===== src/rtl/iir_biquad_cascade.sv =====
// Cascade of NUM_SECT direct-form-I biquads that share one multiplier. Each section takes
// 5 MAC cycles plus 1 STORE cycle, so one sample needs 6*NUM_SECT cycles.
module iir_biquad_cascade #(
    parameter int DATA_W    = 12,
    parameter int COEF_W    = 8,
    parameter int COEF_FRAC = 6,
    parameter int NUM_SECT  = 2,
    parameter int ACC_W     = 32
) (
    input  logic                          clk,
    input  logic                          rst_n,
    input  logic                          in_valid,
    output logic                          in_ready,
    input  logic signed [DATA_W-1:0]      din,
    output logic                          out_valid,
    output logic signed [DATA_W-1:0]      dout,
    output logic                          out_sat,
    input  logic                          clear,
    input  logic                          coef_we,
    input  logic [$clog2(NUM_SECT):0]     coef_sect,
    input  logic [2:0]                    coef_idx,
    input  logic signed [COEF_W-1:0]      coef_data
);

    localparam int SECT_W   = $clog2(NUM_SECT) + 1;
    localparam int PROD_W   = DATA_W + COEF_W;
    localparam int NUM_COEF = 5;

    localparam logic [2:0]               LAST_STEP = 3'd4;
    localparam logic [SECT_W-1:0]        LAST_SECT = SECT_W'(NUM_SECT - 1);
    localparam logic signed [COEF_W-1:0] UNITY     = COEF_W'(1 << COEF_FRAC);
    localparam logic signed [ACC_W-1:0]  RND_HALF  = ACC_W'(1) << (COEF_FRAC - 1);
    localparam logic signed [ACC_W-1:0]  SAT_MAX   = (ACC_W'(1) << (DATA_W - 1)) - ACC_W'(1);
    localparam logic signed [ACC_W-1:0]  SAT_MIN   = ~SAT_MAX;

    typedef enum logic [1:0] {
        IDLE,
        MAC,
        STORE
    } state_t;

    state_t state, state_next;

    // Coefficient order per section: b0, b1, b2, a1, a2.
    logic signed [COEF_W-1:0] coef [NUM_SECT][NUM_COEF];
    logic signed [DATA_W-1:0] x1 [NUM_SECT];
    logic signed [DATA_W-1:0] x2 [NUM_SECT];
    logic signed [DATA_W-1:0] y1 [NUM_SECT];
    logic signed [DATA_W-1:0] y2 [NUM_SECT];

    logic signed [DATA_W-1:0] cur_x;
    logic signed [ACC_W-1:0]  acc;
    logic [2:0]               step;
    logic [SECT_W-1:0]        sect;
    logic                     sat_any;

    logic signed [COEF_W-1:0] sel_coef;
    logic signed [DATA_W-1:0] sel_data;
    logic signed [PROD_W-1:0] prod;
    logic signed [ACC_W-1:0]  acc_next;
    logic signed [ACC_W-1:0]  acc_rnd;
    logic signed [ACC_W-1:0]  rnd;
    logic signed [DATA_W-1:0] sat_val;
    logic                     clip;
    logic                     last_sect;
    logic                     accept;
    logic                     coef_wr;

    assign last_sect = (sect == LAST_SECT);
    assign accept    = (state == IDLE) && in_valid && !clear;
    assign coef_wr   = (state == IDLE) && coef_we && !clear;

    // ---------------------------------------------------------------- FSM
    always_ff @(posedge clk or negedge rst_n) begin
        if (!rst_n) begin
            state <= IDLE;
        end else begin
            state <= state_next;
        end
    end

    // NOTE: every combinational output gets a default first, so no path leaves it unassigned (no latch).
    always_comb begin
        state_next = state;
        in_ready   = (state == IDLE);
        case (state)
            IDLE:    if (in_valid) state_next = MAC;
            MAC:     if (step == LAST_STEP) state_next = STORE;
            STORE:   state_next = last_sect ? IDLE : MAC;
            default: state_next = IDLE;
        endcase
        if (clear) begin
            state_next = IDLE;
        end
    end

    // ------------------------------------------------ shared multiplier path
    always_comb begin
        sel_coef = '0;
        sel_data = '0;
        for (int s = 0; s < NUM_SECT; s++) begin
            if (sect == SECT_W'(s)) begin
                case (step)
                    3'd0:    begin sel_coef = coef[s][0]; sel_data = cur_x; end
                    3'd1:    begin sel_coef = coef[s][1]; sel_data = x1[s]; end
                    3'd2:    begin sel_coef = coef[s][2]; sel_data = x2[s]; end
                    3'd3:    begin sel_coef = coef[s][3]; sel_data = y1[s]; end
                    3'd4:    begin sel_coef = coef[s][4]; sel_data = y2[s]; end
                    default: begin sel_coef = '0;         sel_data = '0;    end
                endcase
            end
        end
    end

    assign prod = PROD_W'(sel_coef) * PROD_W'(sel_data);

    // Feedback terms (a1, a2) are subtracted.
    assign acc_next = (step >= 3'd3) ? acc - ACC_W'(prod) : acc + ACC_W'(prod);

    // Round half toward +inf, then clip to the sample range.
    assign acc_rnd = acc + RND_HALF;
    assign rnd     = acc_rnd >>> COEF_FRAC;

    always_comb begin
        clip    = 1'b0;
        sat_val = rnd[DATA_W-1:0];
        if (rnd > SAT_MAX) begin
            clip    = 1'b1;
            sat_val = SAT_MAX[DATA_W-1:0];
        end else if (rnd < SAT_MIN) begin
            clip    = 1'b1;
            sat_val = SAT_MIN[DATA_W-1:0];
        end
    end

    // ------------------------------------------------------------ datapath
    // NOTE: coefficients and history are small flop banks, not RAM, so they take the async reset;
    // that is what restores the pass-through coefficient set.
    always_ff @(posedge clk or negedge rst_n) begin
        if (!rst_n) begin
            cur_x     <= '0;
            acc       <= '0;
            step      <= '0;
            sect      <= '0;
            sat_any   <= 1'b0;
            out_valid <= 1'b0;
            dout      <= '0;
            out_sat   <= 1'b0;
            for (int s = 0; s < NUM_SECT; s++) begin
                x1[s] <= '0;
                x2[s] <= '0;
                y1[s] <= '0;
                y2[s] <= '0;
                coef[s][0] <= UNITY;
                for (int i = 1; i < NUM_COEF; i++) begin
                    coef[s][i] <= '0;
                end
            end
        end else begin
            // NOTE: sequential state uses non-blocking assignments so every register sees pre-edge values.
            out_valid <= 1'b0;

            for (int s = 0; s < NUM_SECT; s++) begin
                for (int i = 0; i < NUM_COEF; i++) begin
                    if (coef_wr && coef_sect == SECT_W'(s) && coef_idx == 3'(i)) begin
                        coef[s][i] <= coef_data;
                    end
                end
            end

            if (clear) begin
                acc     <= '0;
                step    <= '0;
                sect    <= '0;
                sat_any <= 1'b0;
                for (int s = 0; s < NUM_SECT; s++) begin
                    x1[s] <= '0;
                    x2[s] <= '0;
                    y1[s] <= '0;
                    y2[s] <= '0;
                end
            end else begin
                case (state)
                    IDLE: begin
                        if (accept) begin
                            cur_x   <= din;
                            acc     <= '0;
                            step    <= '0;
                            sect    <= '0;
                            sat_any <= 1'b0;
                        end
                    end
                    MAC: begin
                        acc  <= acc_next;
                        step <= (step == LAST_STEP) ? 3'd0 : step + 3'd1;
                    end
                    STORE: begin
                        for (int s = 0; s < NUM_SECT; s++) begin
                            if (sect == SECT_W'(s)) begin
                                x2[s] <= x1[s];
                                x1[s] <= cur_x;
                                y2[s] <= y1[s];
                                y1[s] <= sat_val;
                            end
                        end
                        cur_x   <= sat_val;
                        acc     <= '0;
                        step    <= '0;
                        sat_any <= sat_any | clip;
                        if (last_sect) begin
                            dout      <= sat_val;
                            out_sat   <= sat_any | clip;
                            out_valid <= 1'b1;
                            sect      <= '0;
                        end else begin
                            sect <= sect + SECT_W'(1);
                        end
                    end
                    default: ;
                endcase
            end
        end
    end

endmodule


===== config.mk =====
export PLATFORM = sky130hd
export DESIGN_NAME = iir_biquad_cascade
export DESIGN_NICKNAME = d
export VERILOG_FILES = /design/src/rtl/iir_biquad_cascade.sv
export SDC_FILE = /design/constraint.sdc
export NUM_CORES = 1
export LEC_CHECK = 0
export ABC_AREA = 1
export CAP_MARGIN = 10
export CORE_MARGIN = 4
export CORE_UTILIZATION = 60
export DETAILED_ROUTE_END_ITERATION = 10
export PLACE_DENSITY = 0.88
export SYNTH_ARGS = -nofsm -noshare
export SYNTH_HDL_FRONTEND = slang
export SYNTH_SLANG_ARGS = --single-unit

===== constraint.sdc =====
create_clock -name clk -period 21.2 [get_ports clk]
set_input_delay 4.24 -clock clk [delete_from_list [all_inputs] [get_ports clk]]
set_output_delay 4.24 -clock clk [all_outputs]
set_load 0.05 [all_outputs]

## Yosys cells after proc, flatten, opt, wreduce, memory -nomap -nowiden

Cells that the tools add are included.

| word-level totals | value |
|---|---|
| input port bits | 30 |
| logic and storage cells | 142 |
| output and inout port bits | 15 |
| bits in registers | 242 |

| operators by class | value |
|---|---|
| eq/ne operators | 16 |
| reductions and logical operators | 35 |
| multiplexer cells | 53 |
| $mul | 1 |
| add/sub/neg operators | 5 |
| bitwise gates (word level) | 2 |
| magnitude comparators | 3 |

Operator list:

| operator | number |
|---|---|
| $mux W24 | 8 |
| $mux W12 | 13 |
| $pmux W12 S5 | 2 |
| $mux W32 | 3 |
| $pmux W32 S3 | 1 |
| $pmux W8 S5 | 2 |
| $add A32 B20 Y32 | 1 |
| $add A32 B7 Y32 const B | 1 |
| $sub A32 B20 Y32 | 1 |
| $gt A26 B12 Y1 const B | 1 |
| $lt A26 B12 Y1 const B | 1 |
| $pmux W12 S2 | 1 |
| $mul A8 B12 Y20 | 1 |
| $logic_and A1 B1 Y1 | 16 |
| $mux W8 | 2 |
| $eq A3 B2 Y1 const B | 4 |
| $mux W2 | 6 |
| $reduce_and A2 Y1 | 5 |
| $mux W3 | 3 |
| $pmux W3 S3 | 1 |
| $mux W1 | 8 |
| $reduce_bool A2 Y1 | 4 |
| $eq A2 B1 Y1 const B | 3 |
| $eq A3 B1 Y1 const B | 2 |
| 20 further kinds | 25 |

## Logic depth before layout (Yosys ltp)

Gate-level depths: netlist of run 1.

| logic depth | value |
|---|---|
| word-level depth | 9 |
| gate-level depth with buffers | 53 |
| depth with buffers taken out | 51 |

## Least setup slack after synthesis of run 1

OpenSTA, ideal clock, no wires.

| timing path | value |
|---|---|
| path type | register to register |
| start point | register step[2] |
| end point | register acc[29] |
| stages on the path, launching flop included | 43 |
| slack | 13,509 ps |
| buffers on the path | 4 |
| clock period less this slack | 7,691 ps |
| data required time | 21,077 ps |
| setup time | 123 ps |
| arrival time | 7,568 ps |
| cells stage by stage | dfrtp_1 -> inv_2 -> ha_1 -> buf_2 -> buf_2 -> buf_1 -> a22o_1 -> a221oi_1 -> a31oi_1 -> clkbuf_1 -> nand2_1 -> fa_1 -> inv_1 -> fa_1 -> fa_1 -> inv_1 -> fa_1 -> inv_1 -> [7 not listed] -> nand2_1 -> nand2_2 -> nand2_2 -> o21a_1 -> ha_1 -> nand2_1 -> nor4_1 -> nand3_1 -> nand3_1 -> nand2_1 -> nand2_1 -> nand2_1 -> nand2_1 -> nand2_1 -> nand2_1 -> a21oi_1 -> o21ai_0 -> nand2_1 |

| between the ends | value |
|---|---|
| word-level cells in the longest chain between the ends | 9 |
| elaborated cells between the ends (all ways) | 20 |
| those cells by class | add/sub: 2; mul: 1; order compare: 1; eq/ne: 4; mux: 11; reduce/logical: 1 |

Ends and longest elaborated chain:

| element | RTL line | source |
|---|---|---|
| start: declaration | 53 | `logic [2:0] step;` |
| start signal: assignment | 195 | `step <= (step == LAST_STEP) ? 3'd0 : step + 3'd1;` |
| $eq A3 B3 Y1, or another cell as far along | 103 | `case (step)` |
| $pmux W8 S5 or $pmux W12 S5 (tied branches) | 103 |  |
| $mux W8 or $mux W12 (tied branches) (2 in a row) | 102 | `if (sect == SECT_W'(s)) begin` |
| $mul A8 B12 Y20 | 115 | `assign prod = PROD_W'(sel_coef) * PROD_W'(sel_data);` |
| $add A32 B20 Y32 or $sub A32 B20 Y32 (tied branches) | 118 | `assign acc_next = (step >= 3'd3) ? acc - ACC_W'(prod) : acc + ACC_W'(prod);` |
| $mux W32 (*) | 118 |  |
| $pmux W32 S3 (*) | 183 | `case (state)` |
| $mux W32 (*) | 171 | `if (clear) begin` |
| end signal: assignment | 194 | `acc <= acc_next;` |
| end: declaration | 52 | `logic signed [ACC_W-1:0] acc;` |

Mark *: on every way between the ends. The rest lies on a longest branch, timed or not.
A chain may end at the register's enable or synchronous reset.

## Worst setup path after layout of run 1

| timing path | value |
|---|---|
| start point | register step[0] |
| end point | register acc[25] |

The elaborated chain is that of the path after synthesis.

==> results of run 1 <==
synth_stat cells, drive strengths merged, types with 2 or more instances:
cell type	instances	area [sq um]
buf	18	93.8
xor2	24	210
a21o	2	15.0
nor3	36	211
o221ai	7	61.3
nor4	5	52.6
o21a	5	37.5
inv	410	1540
nand3	86	445
o21ai	218	1090
ha	78	976
dfstp	2	52.6
a22o	12	105
a21oi	87	435
a221oi	27	236
fa	81	1620
a21boi	7	52.6
dfrtp	240	6010
xnor2	18	158
o22ai	55	344
nand2	605	2310
o211ai	8	60.1
nand3b	6	45.0
nand4	18	113
nor3b	2	15.0
a2111oi	8	70.1
a31oi	7	43.8
nor2	183	697
clkbuf	55	206
per-layer routing:
metal	share of wire, %	GRT usage, %	routed length, um	up-vias
met5	0.068	0	34	-
met4	4.1	11.6	2020	4
met3	11	7.59	5460	167
met2	46	51.3	22700	900
met1	39	42.2	19400	7708
li1	-	-	-	7471
final cells by class:
type                       instances  area [sq um]
fill                            2285          9560
multi-input combinational       1594          9490
sequential                       242          6060
inverter                         411          1540
clock buffer                      33           717
timing repair buffer              64           591
tap                              384           480
clock inverter                    15           185
worst paths after layout:
| kind | depth (start not counted) | end | startpoint |
|---|---|---|---|
| setup / recovery | 39 | acc[25]$_DFFE_PN0P_ | step[0]$_DFFE_PN0P_ |
| hold / removal | 2 | dout[9]$_DFFE_PN0P_ | dout[9]$_DFFE_PN0P_ |
| setup reg to reg | 39 | acc[25]$_DFFE_PN0P_ | step[0]$_DFFE_PN0P_ |
| hold reg to reg | 2 | dout[9]$_DFFE_PN0P_ | dout[9]$_DFFE_PN0P_ |
| max in group asynchronous | 2 | dout[0]$_DFFE_PN0P_ | rst_n |
| min in group asynchronous | 1 | coef[12]$_DFFE_PN0P_ | rst_n |
state kept, by name, indices dropped and copies added, names as in the netlist:
signal / cells
state: 2
cur_x: 12
acc: 32
sat_any: 1
y1: 24
coef: 80
step: 3
y2: 24
sect: 2
x1: 24
out_valid: 1
x2: 24
dout: 12
out_sat: 1
cells by family after synthesis:
logic type      Yosys count
simple gates            944
buf+inv                 484
compound gates          449
flops                   242
fa+ha+maj               159
xor+xnor                 42
through the flow:
stage / setup slack [ns] / util, % / hold slack, ns / cell area [sq um] / instances
floorplan: 13.51 / - / 0.440 / 17400 / 2320
global placement: 11.46 / 63.3 / 0.457 / 18100 / 2689
detailed placement: 11.62 / 63.4 / 0.466 / 18100 / 2693
CTS: 11.57 / 66.6 / 0.482 / 19100 / 2741
global route: 10.78 / 66.6 / 0.505 / 19100 / 2743
finish: 11.39 / 66.6 / 0.477 / 19100 / 2743
worst max-delay path: cells and delay by family, from the launching register on:
family | cells | cell delay (ns)
and+or+nand+nor | 15 | 2.70
xor gates and xnor gates | 1 | 0.22
DFF | 1 | 0.42
buffers and inverters | 8 | 1.29
AOI/OAI and AO/OA | 8 | 1.91
adders and majority gates | 7 | 3.14
==> summary.md, run 1 <==
| Metric | Value |
|---|---|
| Clock Path Buffers | 3 |
| Largest family of logic cells by synthesized area | simple AND/OR/NAND/NOR gates |
| First-pass DRT Iterations | 6 |
| Detailed Place HPWL | 36100 um |
| Layout cells sized above 1 | 4.28% |
| Most common cell after layout, fill and taps aside | nand2_1 |
| Min cycle time layout | 9.81 ns |
| Die Y | 178 um |
| Worst-path fanout max | 16 |
| Layout area overhead | 9.69% |
| Kind of critical path | flip-flop to flip-flop |
| Hold Crit Class | flip-flop to flip-flop |
| FFs w/ async S/R, synth | 100% |
| Mapped Area | 0.0174 sq mm |
| Reg2Reg Setup Slack | 11.39 ns |
| Status | completed |
| Clk slew on worst S/H paths | 0.07 ns |
| Netlist cell types | 53 |
| Number of global-route vias before repair | 15900 |
| EDFF count, synth | 0 |
| #FFs+latches synth | 242 |
| Compound-Gate Fraction of Synth Area | 15.0% |
| Die Wd | 178 um |
| Postcts setup bufs | 0 |
| Max-slew violations | 0 |
| Fin crit share | 46.3% |
| Layout Skew | 0.0279 ns |
| Mean Syn Cell Area | 7.49 sq um |
| Endpoints failing setup | 0 |
| Detail Route Antenna Nets | 0 |
| Root buf cell | clkbuf_16 |
| CTS resizes | 0 |
| Row count | 62 |
| Max_slew headroom | 9.94% |
| Max-cap violations | 0 |
| Drt initial violations | 1736 |
| N_diodes | 0 |
| Post-Synthesis Cells | 2320 |
| H-tree levels | 1 |
| Crit start category | flip-flop |
| Syn Nets | 2509 |
| Initial antenna violation count | 2 |
| Nets | 2528 |
| Mux share of post-synthesis cell area | 0% |
| Worst setup EP type | flip-flop |
| F_max | 102 MHz |
| Synth Area in Adders | 14.9% |
| Routability cong. | 0.984 |
| Clock Latency Late Sink | 0.55 ns |
| Die area | 0.0318 sq mm |
| Vias | 16300 |
| Total gr overflow | 0 |
| DRT Wirelength | 49700 um |
| Routed WL per cell | 18.1 um |
| TritonCTS clock tree | done |
| Final Hold Vio Count | 0 |
| First-pass GRT wire length | 80900 um |
| Core area | 0.0286 sq mm |
| Worst-margin pin slew | 1.32 ns |
| Slowest stage cell, crit path | nor2_1 |
| Cts hold-fix bufs | 0 |
| Post-synthesis simple-gate area fraction | 22.5% |
| Post-route DRC violation count | 0 |
| # IOs | 45 |
| Commonest cells after routing, fill and taps aside | nand2_1, inv_1, dfrtp_1, o21ai_0, nor2_1 |
| Sequential element share of the synthesized area | 34.9% |
| XOR/XNOR share of the synthesized area | 2.12% |
| Setup TNS | 0 ns |
| Largest stage delay on the critical path | 0.93 ns |
| Vias per cell | 5.92 |
| Num CTS Buffers | 26 |
| Most used DFF post-synth | dfrtp_1 |
| Largest net degree at the start of global routing | 115 |
| Starting Density | 60.7% |
| Critical Path RT | 21.60 ns |
| Unrepaired setup endpoints after global routing | no |
| YS warnings | 0 |
| Overall routing resource usage | 31.8% |
| Clk sinks | 242 |
| Number of port buffers | 44 |
| Worst EP arrival | 10.21 ns |
Power of run 1 is not shown: default switching activity piles up to over one toggle a cycle in this logic, so the estimate is an artifact.
==> run 2, diff against run 1 <==
clock period = 9.5 ns   (was 21.2 ns; I/O delays follow)
==> run 2 against run 1 <==
Sequential share of layout area shrank 0.19 points. Clock-buffer cell count grew 4. Clock skew increased by 0.0064 ns. Critical path depth grew 1. Via count fell by 0.56%. Cell count rose by 0.26%. Maximum frequency up 9.9%. Sequential cell count is the same. Largest cell class unchanged. Highest routed layer is now met4.
==> summary.md, run 2 (synthesis gave the netlist of run 1 again) <==
| Metric | Value |
|---|---|
| Status | completed |
| Max reg flops | 80 |
| Setup TNS | 0 ns |
| Worst-margin pin slew | 1.13 ns |
| Num CTS Buffers | 27 |
| Layout area overhead | 10.4% |
| Core area | 0.0286 sq mm |
| Commonest cells after routing, fill and taps aside | nand2_1, inv_1, dfrtp_1, o21ai_0, nor2_1 |
| Min cycle time layout | 8.93 ns |
| # IOs | 45 |
| Initial antenna violation count | 0 |
| Reg2Reg Depth | 40 |
| Post-route DRC violation count | 0 |
| Worst hold path cell count | 2 |
| Drt initial violations | 1954 |
| Routability cong. | 0.951 |
| Max-slew violations | 0 |
| N_diodes | 0 |
| Nets | 2534 |
| Max-cap violations | 0 |
| Kind of critical path | flip-flop to flip-flop |
| Fill cells | 2285 |
| Vias | 16200 |
| DRT Wirelength | 48500 um |
| Clock Path Buffers | 3 |
| Postcts setup bufs | 0 |
| Largest net degree at the start of global routing | 123 |
| Multi-input logic area | 0.00950 sq mm |
| Die Wd | 178 um |
| Largest Register | coef |
| Slowest stage cell, crit path | nor2_2 |
| Cts hold-fix bufs | 0 |
| Root buf cell | clkbuf_16 |
| Detail Route Antenna Nets | 0 |
| Clk slew on worst S/H paths | 0.06 ns |
| Final worst slack | 0.572 ns |
| Vias per cell | 5.88 |
| Worst setup EP type | flip-flop |
| Unrepaired setup endpoints after global routing | no |
| Final Hold Vio Count | 0 |
| Routed WL per cell | 17.6 um |
| Critical Path RT | 9.95 ns |
| Number of global-route vias before repair | 16000 |
| Detailed Place HPWL | 35500 um |
| Fin crit share | 94.0% |
| CTS resizes | 0 |
| Worst-path fanout max | 12 |
| Crit start category | flip-flop |
| First-pass GRT wire length | 79900 um |
| Clock Latency Late Sink | 0.57 ns |
| Clk sinks | 242 |
| Post-place setup slack | 0.571 ns |
| Hold Crit Class | flip-flop to flip-flop |
| Die area | 0.0318 sq mm |
| Most used cell, CP | nand2_1 |
| Die Y | 178 um |
| Most common cell after layout, fill and taps aside | nand2_1 |
| Overall routing resource usage | 31.1% |
| Layout Utilization | 67.0% |
| Layout cells sized above 1 | 4.78% |
| Total gr overflow | 0 |
| First-pass DRT Iterations | 6 |
| H-tree levels | 1 |
| Max_slew headroom | 24.4% |
| Seq. cell area | 0.00606 sq mm |
| F_max | 112 MHz |
| Starting Density | 60.7% |
| Endpoints failing setup | 0 |
| Largest stage delay on the critical path | 0.62 ns |
| Row count | 62 |
| Number of port buffers | 44 |
| Layout Skew | 0.0343 ns |
| Largest regs | coef x80, acc x32 |
| Final hold slack | 0.484 ns |
| TritonCTS clock tree | done |
| Worst EP arrival | 9.38 ns |
run 2: cell count changes in the layout (fill, tap and decap cells not counted), sizes merged:
cell and delta:
buf +6, clkbuf +4, clkinv -2, clkdlybuf4s18 -1, clkinvlp -1, inv +1
run 2: routing by layer:
layer	vias to the layer above	part of all wire (%)	track usage [%]
li1	7484	-	-
met1	7661	40	41.8
met2	846	46	49.3
met3	168	9.3	6.25
met4	0	4.7	13.5
met5	-	0	0
run 2: final timing paths:
| kind | start | end | slack [ns] |
|---|---|---|---|
| hold reg to reg | x1[18]$_DFFE_PN0P_ | x1[18]$_DFFE_PN0P_ | 0.48 |
| setup / recovery | step[1]$_DFFE_PN0P_ | acc[29]$_DFFE_PN0P_ | 0.57 |
| min in group asynchronous | rst_n | coef[0]$_DFFE_PN0P_ | 1.38 |
| hold / removal | x1[18]$_DFFE_PN0P_ | x1[18]$_DFFE_PN0P_ | 0.48 |
| setup reg to reg | step[1]$_DFFE_PN0P_ | acc[29]$_DFFE_PN0P_ | 0.57 |
| max in group asynchronous | rst_n | step[2]$_DFFE_PN0P_ | 5.88 |
run 2: layout make-up:
| cell class | count | area share, % |
|---|---|---|
| clock inverter | 13 | 0.887 |
| clock buffer | 37 | 4.14 |
| multi-input combinational | 1594 | 49.5 |
| inverter | 411 | 8.06 |
| timing repair buffer | 69 | 3.30 |
| sequential | 242 | 31.6 |
| tap | 384 | 2.50 |
run 2: critical path: cells and delay by family, from the launching register on:
kind            cells  cell delay, ns
fa+ha+maj           7            3.02
simple gates       18            2.93
compound gates      7            1.20
buf+inv             7            0.87
flops               1            0.41
xor+xnor            1            0.37
run 2: stage by stage:
step / instances / instance area [sq um]
2_1_floorplan: 2320 / 17400
4_1_cts: 2750 / 19200
5_1_grt: 2750 / 19200
3_3_place_gp: 2700 / 18200
3_5_place_dp: 2700 / 18200
6_report: 2750 / 19200
Power of run 2 is left out for the same reason.
